--- src/rtl/shift_ser_ctrl.sv ---
// Purpose : parallel-to-serial frame shifter, MSB first, one bit per tick_i strobe.
// Latency : sx_o carries the MSB the cycle after the handshake; done_o pulses the cycle after the final tick.
// Backpressure: in_ready_o is high only in IDLE; offers made at any other time are ignored, never queued.
//
// Optional feature: define SHIFT_SER_CTRL_PARITY_EN to append one even-parity bit
// (XOR of the captured word) after the data bits.
//
// Ports:
//   clk, reset            single clock, asynchronous active-high reset
//   in_valid_i/in_data_i  parallel word offer; in_ready_o accepts it
//   tick_i                bit-time strobe; abort_i drops the frame in progress
//   sx_o, frame_o         serial data and frame envelope
//   done_o                one-cycle pulse on frame completion
//   bit_cnt_o             bits already shifted out in the current frame
module shift_ser_ctrl #(
    parameter int WIDTH = 8
) (
    input  logic                       clk,
    input  logic                       reset,
    input  logic                       in_valid_i,
    input  logic [WIDTH-1:0]           in_data_i,
    output logic                       in_ready_o,
    input  logic                       tick_i,
    input  logic                       abort_i,
    output logic                       sx_o,
    output logic                       frame_o,
    output logic                       done_o,
    output logic [$clog2(WIDTH+1)-1:0] bit_cnt_o
);

    localparam int CW = $clog2(WIDTH + 1);
    localparam logic [CW-1:0] LAST_BIT = CW'(WIDTH - 1);
    localparam logic [CW-1:0] FULL_CNT = CW'(WIDTH);

`ifdef SHIFT_SER_CTRL_PARITY_EN
    typedef enum logic [1:0] {
        S_IDLE   = 2'd0,
        S_SHIFT  = 2'd1,
        S_DONE   = 2'd2,
        S_PARITY = 2'd3
    } state_t;
`else
    typedef enum logic [1:0] {
        S_IDLE  = 2'd0,
        S_SHIFT = 2'd1,
        S_DONE  = 2'd2
    } state_t;
`endif

    state_t           r_state;
    logic [WIDTH-1:0] r_shreg;
    logic [CW-1:0]    r_cnt;
    logic             r_ready;
    logic             r_frame;
    logic             r_done;
`ifdef SHIFT_SER_CTRL_PARITY_EN
    logic             r_par;
`endif

    logic [WIDTH-1:0] w_shreg_nxt;
    logic             w_last_bit;

    assign w_shreg_nxt = {r_shreg[WIDTH-2:0], 1'b0};
    assign w_last_bit  = (r_cnt == LAST_BIT);

    // sx_o is the shift register MSB directly. The register is all-zero outside
    // SHIFT/PARITY (zero fill empties it after the last data bit, abort and
    // reset clear it), so sx_o is 0 in IDLE and DONE without extra gating.
    assign sx_o       = r_shreg[WIDTH-1];
    assign in_ready_o = r_ready;
    assign frame_o    = r_frame;
    assign done_o     = r_done;
    assign bit_cnt_o  = r_cnt;

    always_ff @(posedge clk or posedge reset) begin
        if (reset) begin
            r_state <= S_IDLE;
            r_shreg <= '0;
            r_cnt   <= '0;
            r_ready <= 1'b1;
            r_frame <= 1'b0;
            r_done  <= 1'b0;
`ifdef SHIFT_SER_CTRL_PARITY_EN
            r_par   <= 1'b0;
`endif
        end else begin
            r_done <= 1'b0;
            case (r_state)
                S_IDLE: begin
                    // abort_i has no effect here; only the handshake matters.
                    if (in_valid_i) begin
                        r_state <= S_SHIFT;
                        r_shreg <= in_data_i;
                        r_cnt   <= '0;
                        r_ready <= 1'b0;
                        r_frame <= 1'b1;
`ifdef SHIFT_SER_CTRL_PARITY_EN
                        r_par   <= ^in_data_i;
`endif
                    end
                end

                S_SHIFT: begin
                    // abort wins over a coincident tick.
                    if (abort_i) begin
                        r_state <= S_IDLE;
                        r_shreg <= '0;
                        r_cnt   <= '0;
                        r_ready <= 1'b1;
                        r_frame <= 1'b0;
                    end else if (tick_i) begin
                        r_cnt <= r_cnt + CW'(1);
                        if (w_last_bit) begin
`ifdef SHIFT_SER_CTRL_PARITY_EN
                            // Park the parity bit in the MSB so it drives sx_o.
                            r_state <= S_PARITY;
                            r_shreg <= {r_par, {(WIDTH-1){1'b0}}};
`else
                            r_state <= S_DONE;
                            r_shreg <= '0;
                            r_frame <= 1'b0;
                            r_done  <= 1'b1;
`endif
                        end else begin
                            r_shreg <= w_shreg_nxt;
                        end
                    end
                end

`ifdef SHIFT_SER_CTRL_PARITY_EN
                S_PARITY: begin
                    if (abort_i) begin
                        r_state <= S_IDLE;
                        r_shreg <= '0;
                        r_cnt   <= '0;
                        r_ready <= 1'b1;
                        r_frame <= 1'b0;
                    end else if (tick_i) begin
                        r_state <= S_DONE;
                        r_shreg <= '0;
                        r_frame <= 1'b0;
                        r_done  <= 1'b1;
                    end
                end
`endif

                S_DONE: begin
                    // Single-cycle state; the count reads WIDTH here and is
                    // cleared on the way back to IDLE.
                    r_state <= S_IDLE;
                    r_cnt   <= '0;
                    r_ready <= 1'b1;
                end

                default: begin
                    r_state <= S_IDLE;
                    r_shreg <= '0;
                    r_cnt   <= '0;
                    r_ready <= 1'b1;
                    r_frame <= 1'b0;
                end
            endcase
        end
    end

    // FULL_CNT documents the terminal count that bit_cnt_o shows once all
    // data bits are out; it is reached by the increment above.
    logic w_unused_full;
    assign w_unused_full = ^FULL_CNT;

endmodule

--- config.mk ---
export PLATFORM = sky130hd
export DESIGN_NAME = shift_ser_ctrl
export DESIGN_NICKNAME = d
export VERILOG_FILES = /design/src/rtl/shift_ser_ctrl.sv
export SDC_FILE = /design/constraint.sdc
export NUM_CORES = 1
export LEC_CHECK = 0
export ABC_AREA = 1
export CAP_MARGIN = 20
export CORE_ASPECT_RATIO = 1.4
export CORE_UTILIZATION = 26
export CTS_BUF_LIST = sky130_fd_sc_hd__clkbuf_8
export CTS_CLUSTER_SIZE = 10
export DETAILED_ROUTE_END_ITERATION = 10
export GPL_TIMING_DRIVEN = 0
export PLACE_DENSITY = 0.57
export SKIP_LAST_GASP = 1
export SYNTH_ARGS = -nofsm -noshare
export SYNTH_HDL_FRONTEND = slang
export SYNTH_SLANG_ARGS = --single-unit
--- constraint.sdc ---
create_clock -name clk -period 1.95 [get_ports clk]
set_clock_uncertainty 0.2 [all_clocks]
set_input_delay 0.2925 -clock clk [delete_from_list [all_inputs] [get_ports clk]]
set_output_delay 0.2925 -clock clk [all_outputs]
set_load 0.01 [all_outputs]
# [Word-level counts from Yosys, hierarchy flattened]
# Cells that the tools add are included.
[word_totals] out_inout_bits=8 register_bits=17 in_bits=13 word_cells=47
[op_classes] bitwise=1 reduce_logical=6 eq_ne=7 muxes=26 n_addsub=1
[ops] cell="$mux W8" count=4
[ops] cell="$pmux W8 S3" count=1
[ops] cell="$mux W4" count=3
[ops] cell="$mux W1" count=10
[ops] cell="$mux W2" count=4
[ops] cell="$pmux W4 S2" count=1
[ops] cell="$ne A3 B3 Y1 const B" count=2
[ops] cell="$reduce_and A3 Y1" count=2
[ops] cell="$add A4 B1 Y4 const B" count=1
[ops] cell="$eq A4 B3 Y1 const B" count=1
[ops] cell="$ne A2 B2 Y1 const B" count=2
[ops] cell="$pmux W2 S2" count=1
[ops] cell="$reduce_and A2 Y1" count=2
[ops] cell="$reduce_and A4 Y1" count=1
[ops] cell="$pmux W1 S3" count=1
[ops] cell="$eq A2 B1 Y1 const B" count=1
[ops] cell="$eq A2 B2 Y1 const B" count=1
[ops] cell="$logic_not A2 Y1" count=1
[ops] cell="$pmux W1 S2" count=1
[ops] cell="$not A1 Y1" count=1

# [Depth between registers and ports, before layout]
[depth] word_depth=5 depth_mapped=7 ltp_nobuf=7

# [Least setup slack after synthesis]
# OpenSTA, ideal clock, no wires.
[synth_path] path_kind="flip-flop to flip-flop" from="register r_cnt[0] (netlist: bit_cnt_o[0])" to="register r_shreg[1]" arrival_ns=1.092 slack_ns=0.541 stages_incl_launch_ff=7 cell_sequence="dfrtp_1 ha_1 nand3_1 nand3_1 nand2_1 nand2_1 nand2_1"
[synth_via] elab_chain_len=5
[synth_rtl] item="start, declared" line="52" source="logic [CW-1:0] r_cnt;"
[synth_rtl] item="start signal, assigned" line="112" source="r_cnt <= r_cnt + CW'(1);"
[synth_rtl] item="$eq A4 B3 Y1" line="64" source="assign w_last_bit = (r_cnt == LAST_BIT);"
[synth_rtl] item="$mux W8" line="113" source="if (w_last_bit) begin"
[synth_rtl] item="$mux W8" line="111" source="end else if (tick_i) begin"
[synth_rtl] item="$mux W8" line="105" source="if (abort_i) begin"
[synth_rtl] item="$pmux W8 S3" line="88" source="case (r_state)"
[synth_rtl] item="end signal, assigned" line="93" source="r_shreg <= in_data_i;"
[synth_rtl] item="end signal, assigned" line="125" source="r_shreg <= w_shreg_nxt;"
[synth_rtl] item="end, declared" line="51" source="logic [WIDTH-1:0] r_shreg;"
# Every way passes these cells. The select of a mux whose other input is x is not followed.
# A chain may end at the register's enable or synchronous reset.

# [Worst setup path after layout]
[layout_path] from="register r_ready (netlist: in_ready_o)" to="output in_ready_o"
[layout_rtl] item="start, declared" line="53" source="logic r_ready;"
[layout_rtl] item="start signal, assigned" line="80" source="r_ready <= 1'b1;"
[layout_rtl] item="start signal, assigned" line="95" source="r_ready <= 1'b0;"
[layout_rtl] item="start signal, assigned" line="109" source="r_ready <= 1'b1;"
[layout_rtl] item="end, declared" line="22" source="output logic in_ready_o,"
# No word-level cell between the ends.

==> impl_metrics.ini <==
[floorplan]
dieArea_um2 = 3660
initial_core_util_pct = 27.9
die_x_um = 51.4
core_um2 = 3180
fp-row-count = 24
die_h_um = 71.2
io_pins = 21

[clocking]
clock-sinks = 17
cts_root_buffer = clkbuf_8
clock_path_buffers = 2
postCtsHoldBufs = 0
ctsResizeCount = 0
clk_pin_slew_ns = 0.07
cts_tree = built
htree_num_levels = 1
cts_buffers = 3
post-cts-setup-buffers = 0
insertion_delay_ns = 0.25

[detailed_routing]
route.detailed.drc = 0
drtPass1Iterations = 4
via_per_inst = 4.49
wl_per_cell_um = 11.1
wl_um = 1960
antenna_left = 0
drt_iter0_drc = 15
num_vias = 794

[synth]
netlist_instances = 114
synthesis.nets = 128
synth.avg_cell_area_um2 = 7.79
synth-compound-area-share_pct = 3.52
synth.area.mux_share_pct = 0
syn_area_um2 = 888
synth_fa_ha_area_share_pct = 1.41
synthXorXnorAreaFrac_pct = 0
synth.ff_latch_count = 17
ys_warn_count = 0
synth_top_family_by_area = simple AND/OR/NAND/NOR gates
netlist-cell-type-count = 22
synth-seq-area-share_pct = 48.0
synth-simple-area-share_pct = 42.0

[placed_design]
dpl_worst_slack_ns = 0.160
placed_cells = 173
finalWeightedCongestion = 0.709
io_buffers = 20
dp_hpwl_um = 1460

[outcome]
status = finished clean

[worst_setup_path]
cp_max_fo = 2
cp_cell_sequence = clkdlybuf4s50_1
cp_slowest_cell = dfstp_2
cp_data_arrival_time_ns = 1.30
cp_top_family = flip-flops
endpoint_kind = primary output
cp.required_ns = 1.46
max_stage_delay_ns = 0.53
start_kind = register
timing.critical_path.buf_inv = 1
criticalPathCategory = reg2out

[sta]
tns_ns = 0
finalCriticalPeriod_ns = 1.79
finalHoldViolCount = 0
fmax_mhz = 558
rsz0062_at_grt = no
fin_ws_ns = 0.158
finalCritPeriodShare_pct = 91.9
maxSlewViolCount = 0
worstMarginPinSlew_ns = 0.693
slew_headroom_pct = 53.7
setup_viol = 0

[run]
maxCapViolations = 0

[pwr]
leakagePower_nw = 0.597
powerDensity_nw_per_um2 = 945
peakVddDrop_v = 0.000332

[final_layout]
fin_cells = 177
syn_to_final_growth_pct = 33.1
antennaDiodeCount = 0
drive_gt1_share_pct = 10.9
finalNetCount = 153
nFillCells = 365

[grt]
overflow = 0
antenna_found_initial = 0
grt_pass1_vias = 789
track_usage_pct = 11.6
grt_pass1_wl_um = 3260
grt_max_degree = 18

[min_path]
hp-class = in2async
## area by class of cell
class | count | area (um2) | area share (%)
inverters | 10 | 40.0 | 3.39
clock buffers | 3 | 41.3 | 3.49
plain buffers | 1 | 5.00 | 0.423
repair buffers | 20 | 200 | 16.9
multi-input cells | 86 | 417 | 35.2
clock inverters | 1 | 3.75 | 0.317
flip-flops and latches | 17 | 427 | 36.1
well taps | 39 | 48.8 | 4.13
## per-stage QoR
step	hold slack, ns	util, %	area (um2)	total power, mW
global route	0.311	37.1	1180	1.19
CTS	0.275	37.1	1180	1.14
detailed placement	0.270	35.7	1140	0.875
floorplan	0.0178	-	888	0.724
finish	0.253	37.1	1180	1.12
global placement	0.263	35.7	1140	0.864
## final timing paths
kind | cells past startpoint | from | endpoint | slack (ns)
min reg2reg | 2 | r_shreg[3] | r_shreg[3] | 0.28
min | 2 | reset | bit_cnt_o[0] | 0.25
min in group clk | 2 | r_shreg[3] | r_shreg[3] | 0.28
max reg2reg | 6 | bit_cnt_o[0] | r_shreg[6] | 0.33
max in group asynchronous | 2 | reset | bit_cnt_o[3] | 0.86
max | 1 | in_ready_o | in_ready_o | 0.16
## cells in the final DEF, fill, tap and decap left out
cell type        instances
nand2_1                 49
nand2_2                  3
nor2_2                   2
nand2_4                  1
dfstp_2                  1
dfrtp_1                 16
or2_0                    1
inv_4                    1
nand4_1                  1
clkbuf_8                 3
nand3_1                 12
buf_2                    1
nand3_4                  1
nor2_1                   6
nor3_1                   2
o21bai_1                 1
o21ai_2                  1
nand3b_1                 1
o21ai_0                  2
ha_1                     1
a21oi_1                  1
inv_1                   10
nor3_4                   1
clkdlybuf4s50_1         20
## worst reg2reg max path: stages, from the launching register on
cell and delay [ns]:
dfrtp_1 0.41, ha_1 0.22, nand3_1 0.31, nand3_1 0.20, nand2_1 0.06, nand2_1 0.06, nand2_1 0.05
## state kept, by name, indices dropped and copies added (netlist names)
register    flops
bit_cnt_o       4
done_o          1
frame_o         1
in_ready_o      1
r_shreg         8
r_state         2
## layer usage
metal | global-route usage, % | part of all wire [%] | vias to the layer above | wire length, um
li1 | - | - | 407 | -
met1 | 13.1 | 44 | 373 | 857
met2 | 21.5 | 53 | 12 | 1040
met3 | 1.94 | 2.5 | 2 | 50
met4 | 3.60 | 0.56 | 0 | 11
met5 | 0 | 0 | - | 0
## cells in the mapped netlist (all sizes together)
master	n	area share, %
or2	1	0.70
buf	1	0.56
o21bai	1	0.85
nand4	1	0.70
nand3b	1	0.85
o21ai	3	2.1
ha	1	1.4
a21oi	1	0.56
inv	10	4.5
dfstp	1	3.0
nand3	13	8.7
nor3	3	3.0
nand2	53	24
nor2	8	3.9
dfrtp	16	45
## kinds of logic (layout without fill, tap and decap cells)
| logic type | Yosys count | count (layout) |
|---|---|---|
| flops | 17 | 17 |
| simple gates | 80 | 80 |
| compound gates | 5 | 5 |
| fa+ha+maj | 1 | 1 |
| buf+inv | 11 | 35 |
## where the power goes
group / switching, mW / internal (mW) / total [mW]
clock network: 0.117 / 0.139 / 0.256
logic: 0.205 / 0.161 / 0.366
registers: 0.0522 / 0.443 / 0.495
total: 0.374 / 0.743 / 1.12
(Power assumes the default switching activity.)
